<file path="config.mk">
export PLATFORM = sky130hd
export DESIGN_NAME = conv_punct_encoder
export DESIGN_NICKNAME = d
export VERILOG_FILES = /design/src/rtl/conv_punct_encoder.sv
export SDC_FILE = /design/constraint.sdc
export NUM_CORES = 1
export LEC_CHECK = 0
export CAP_MARGIN = 15
export CORE_UTILIZATION = 55
export DETAILED_ROUTE_END_ITERATION = 16
export GPL_ROUTABILITY_DRIVEN = 0
export PLACE_DENSITY_LB_ADDON = 0.25
export SETUP_SLACK_MARGIN = 0.05
export SLEW_MARGIN = 20
export SYNTH_ARGS = -nofsm -noshare
export SYNTH_HDL_FRONTEND = slang
export SYNTH_SLANG_ARGS = --single-unit
</file>
<file path="constraint.sdc">
create_clock -name iClk -period 2.7 [get_ports iClk]
set_input_delay 0.405 -clock iClk [delete_from_list [all_inputs] [get_ports iClk]]
set_output_delay 0.405 -clock iClk [all_outputs]
set_load 0.05 [all_outputs]
</file>
<file path="src/rtl/conv_punct_encoder.sv">
// K=7 convolutional encoder (802.11a, G0=133/G1=171 octal) with puncturing to 1/2, 2/3, 3/4.
// Serial in, serial out, valid/ready on both sides, 2-entry output buffer.
module conv_punct_encoder #(
   parameter logic [6:0] G0 = 7'o133,
   parameter logic [6:0] G1 = 7'o171
) (
   input  logic       iClk,
   input  logic       iRst,
   input  logic       iStart,
   input  logic [1:0] iRate,
   input  logic       iData,
   input  logic       iValid,
   output logic       oReady,
   output logic       oData,
   output logic       oValid,
   input  logic       iReady
);

   typedef enum logic [1:0] {
      RATE_1_2 = 2'b00,
      RATE_2_3 = 2'b01,
      RATE_3_4 = 2'b10
   } rate_t;

   typedef enum logic [1:0] {
      PH0 = 2'd0,
      PH1 = 2'd1,
      PH2 = 2'd2
   } phase_t;

   logic [5:0] r_s;
   phase_t     r_phase;
   rate_t      r_rate;
   logic [1:0] r_buf;
   logic [1:0] r_cnt;

   logic [5:0] w_s_eff, w_s_nxt;
   phase_t     w_phase_eff, w_phase_nxt;
   rate_t      w_rate_eff, w_rate_nxt, w_rate_in;
   logic [1:0] w_buf_nxt, w_cnt_nxt;
   logic [6:0] w_taps;
   logic       w_a, w_b, w_accept, w_pop;

   always_comb begin
      case (iRate)
         2'b01:   w_rate_in = RATE_2_3;
         2'b10:   w_rate_in = RATE_3_4;
         default: w_rate_in = RATE_1_2;
      endcase
   end

   assign oValid   = (r_cnt != 2'd0);
   assign oData    = r_buf[0];
   assign oReady   = (r_cnt == 2'd0) | ((r_cnt == 2'd1) & iReady);
   assign w_accept = iValid & oReady;
   assign w_pop    = oValid & iReady;

   // iStart takes effect on the same edge, so a co-incident bit sees the cleared state
   assign w_s_eff     = iStart ? '0 : r_s;
   assign w_phase_eff = iStart ? PH0 : r_phase;
   assign w_rate_eff  = iStart ? w_rate_in : r_rate;

   assign w_taps = {iData, w_s_eff[0], w_s_eff[1], w_s_eff[2], w_s_eff[3], w_s_eff[4], w_s_eff[5]};
   assign w_a    = ^(G0 & w_taps);
   assign w_b    = ^(G1 & w_taps);

   always_comb begin
      w_s_nxt     = w_s_eff;
      w_phase_nxt = w_phase_eff;
      w_rate_nxt  = w_rate_eff;
      w_buf_nxt   = r_buf;
      w_cnt_nxt   = r_cnt;

      if (w_pop) begin
         w_buf_nxt = {1'b0, r_buf[1]};
         w_cnt_nxt = r_cnt - 2'd1;
      end

      if (w_accept) begin
         w_s_nxt = {w_s_eff[4:0], iData};
         // oReady guarantees the buffer is empty after this cycle's pop, so new bits land at the head
         case (w_phase_eff)
            PH1: begin
               w_buf_nxt = {1'b0, w_a};
               w_cnt_nxt = 2'd1;
            end
            PH2: begin
               w_buf_nxt = {1'b0, w_b};
               w_cnt_nxt = 2'd1;
            end
            default: begin
               w_buf_nxt = {w_b, w_a};
               w_cnt_nxt = 2'd2;
            end
         endcase

         case (w_rate_eff)
            RATE_2_3: w_phase_nxt = (w_phase_eff == PH0) ? PH1 : PH0;
            RATE_3_4: begin
               case (w_phase_eff)
                  PH0:     w_phase_nxt = PH1;
                  PH1:     w_phase_nxt = PH2;
                  default: w_phase_nxt = PH0;
               endcase
            end
            default:  w_phase_nxt = PH0;
         endcase
      end
   end

   always_ff @(posedge iClk) begin
      if (!iRst) begin
         r_s     <= '0;
         r_phase <= PH0;
         r_rate  <= RATE_1_2;
         r_buf   <= '0;
         r_cnt   <= '0;
      end else begin
         r_s     <= w_s_nxt;
         r_phase <= w_phase_nxt;
         r_rate  <= w_rate_nxt;
         r_buf   <= w_buf_nxt;
         r_cnt   <= w_cnt_nxt;
      end
   end

endmodule

</file>
==> out/qor.csv <==
metric;value;unit
status;finished, final reports clean;
first-pass iteration count of the detailed router;4;
worst vdd ir;0.000390;V
DR iter-0 viols;9;
Post-synth EDFFs;0;
chip width;41.0;um
ratio of final minimum period to clock period;0.847;
fraction of layout cells with a size suffix above 1;0.0804;
P_leak;0.000387;uW
synth top area cells;dfxtp_1, ha_1, nand2_1;
Die Y;41.0;um
# diodes;0;
initial antenna violation count;0;
post-synthesis adder-cell area fraction;0.120;
WL/cell;11.7;um
DIE AREA;0.00168;mm2
Synth Area in Compound Gates;0.144;
DP HPWL;1.11;mm
multiplexer area fraction after synthesis;0.0254;
vias per cell;5.18;
main combinational cell family by area after synthesis;simple AND/OR/NAND/NOR gates;
P_sw;192;uW
share of the synthesized area in the top cell type;0.335;
power density over the cells;581;mW/mm2
Resized cells post-CTS;0;
Max Cap Viol;0;
sequential share of the synthesized area;0.335;
Flop pwr share;0.406;
port buffer count;10;
crit-path max FO;4;
Clk pwr share;0.271;
Setup TNS;0;ns
crit path DAT;1.88;ns
TritonCTS clock tree;done;
clk slew on worst S/H paths;0.09;ns
Vias;658;
Sw Ratio;0.344;
H-tree levels;1;
actual slew at the worst max-slew pin;0.502;ns
Overall Global Routing Usage;0.209;
core box area;0.00135;mm2
Startpoint Class;flop;
Int Pwr;368;uW
Max Clock Freq;438;MHz
Top FF cell, synth;dfxtp_1;
Post-Synth XOR/XNOR Area;0.0823;
grt total ovfl;0;
Worst-Skew Late Latency;0.28;ns
Final Hold Fails;0;
final-report setup violation count;0;
CTS Buf Count;3;
P&R area growth vs syn;15.4;%
minimum clock period;2.29;ns
Worst Skew;0.00641;ns
final WL;1.48;mm
commonest non-fill, non-tap cell in the layout;nand2_1;
row cnt;13;
postcts setup bufs;0;
Pins Over Slew Limit;0;
final net count;129;
starting density of the core;0.619;
Worst EP required;2.30;ns
Logic pwr share;0.323;
CP Class;reg -> out;
Post-CTS Hold Buffers;0;
CP Capture Type;primary output;
largest net degree at the start of global routing;14;
max_slew headroom;0.664;
ANT nets after route;0;
Synth Register Bits;14;
RSZ-0062 raised after global routing;no;
DRC viols;0;
Mapped Cells;100;
yosys warns;0;
mapped cell area;836;um2
Yosys cell types;29;
CTS root buf;clkbuf_4;
fin worst setup slack;0.414;ns
CTS max path bufs;2;
commonest non-fill, non-tap cells in the layout;nand2_1, dfxtp_1, a21oi_1, clkdlybuf4s50_1;
Hold Path Class;reg -> reg;
dpl ws;0.422;ns
Syn Nets;116;
first-pass GRT wire length;2.24;mm
CTS sink cnt;14;
post-synthesis async set-or-reset flop share;0;
vias in the first global route;548;
Simple-Gate Fraction of Synth Area;0.226;
I/O pins;11;
Avg Inst Size Synth;8.36;um2
cell taking the most area after synthesis;dfxtp_1;
[final cells by class]
class                           instances  area, um2
Multi-Input combinational cell         76        499
Fill cell                             116        385
Sequential cell                        14        280
Timing Repair Buffer                   10        100
Clock buffer                            4       36.3
Inverter                                8       30.0
Tap cell                               15       18.8
[cell usage after synthesis (all sizes together), types with 2 or more instances]
cell type / number
nand2: 18
ha: 8
a21oi: 10
nor2: 8
nand3: 3
o21a: 2
inv: 8
o21ai: 2
dfxtp: 14
nor2b: 5
xnor2: 6
[power groups by stage]
stage | Sequential [uW] | Clock [uW] | Combinational (uW)
floorplan | 236 | 0 | 130
global placement | 232 | 0 | 179
detailed placement | 232 | 0 | 181
CTS | 228 | 157 | 182
global route | 229 | 163 | 197
finish | 227 | 152 | 181
[logic make-up (layout without fill, tap and decap cells)]
| family | count (synthesis) | count (layout) |
|---|---|---|
| AO/OA/AOI/OAI | 19 | 19 |
| XOR/XNOR | 7 | 7 |
| flip-flops | 14 | 14 |
| buffers and inverters | 10 | 22 |
| multiplexers | 2 | 2 |
| AND/OR/NAND/NOR | 40 | 40 |
| adder cells (fa/ha/maj) | 8 | 8 |
[metal layers]
layer,GRT usage,vias to the layer above,wire (um),part of all wire
li1,-,354,-,-
met1,0.268,285,695,0.47
met2,0.320,15,690,0.47
met3,0.0380,4,73,0.049
met4,0.125,0,21,0.014
met5,0,-,0,0
[sequential cells by signal (all words and copies together), names as in the netlist]
register and count:
r_rate 2, r_cnt 2, r_buf 2, r_phase 2, r_s 6
[per-stage QoR]
stage	utilization	instances	instance area [um2]	total power (uW)	hold slack, ns
floorplan	-	100	836	366	0.432
global placement	0.688	123	928	411	0.435
detailed placement	0.688	123	928	413	0.442
CTS	0.715	127	965	566	0.455
global route	0.715	127	965	589	0.502
finish	0.715	127	965	560	0.456
[path summary, 6_finish.rpt]
path	from	to	slack, ns	cells past startpoint
worst max-delay path	r_cnt[0]	oReady	0.41	5
worst min register to register	r_s[3]	r_s[4]	0.46	2
worst max register to register	r_cnt[0]	r_cnt[0]	1.01	8
worst min-delay path	r_s[3]	r_s[4]	0.46	2
[critical path, cell delays in order (launching register included)]
cell	delay (ns)
dfxtp_1	0.35
inv_1	0.06
ha_1	0.20
inv_1	0.07
nand2_1	0.10
clkdlybuf4s50_1	0.81
(Power assumes the default switching activity.)
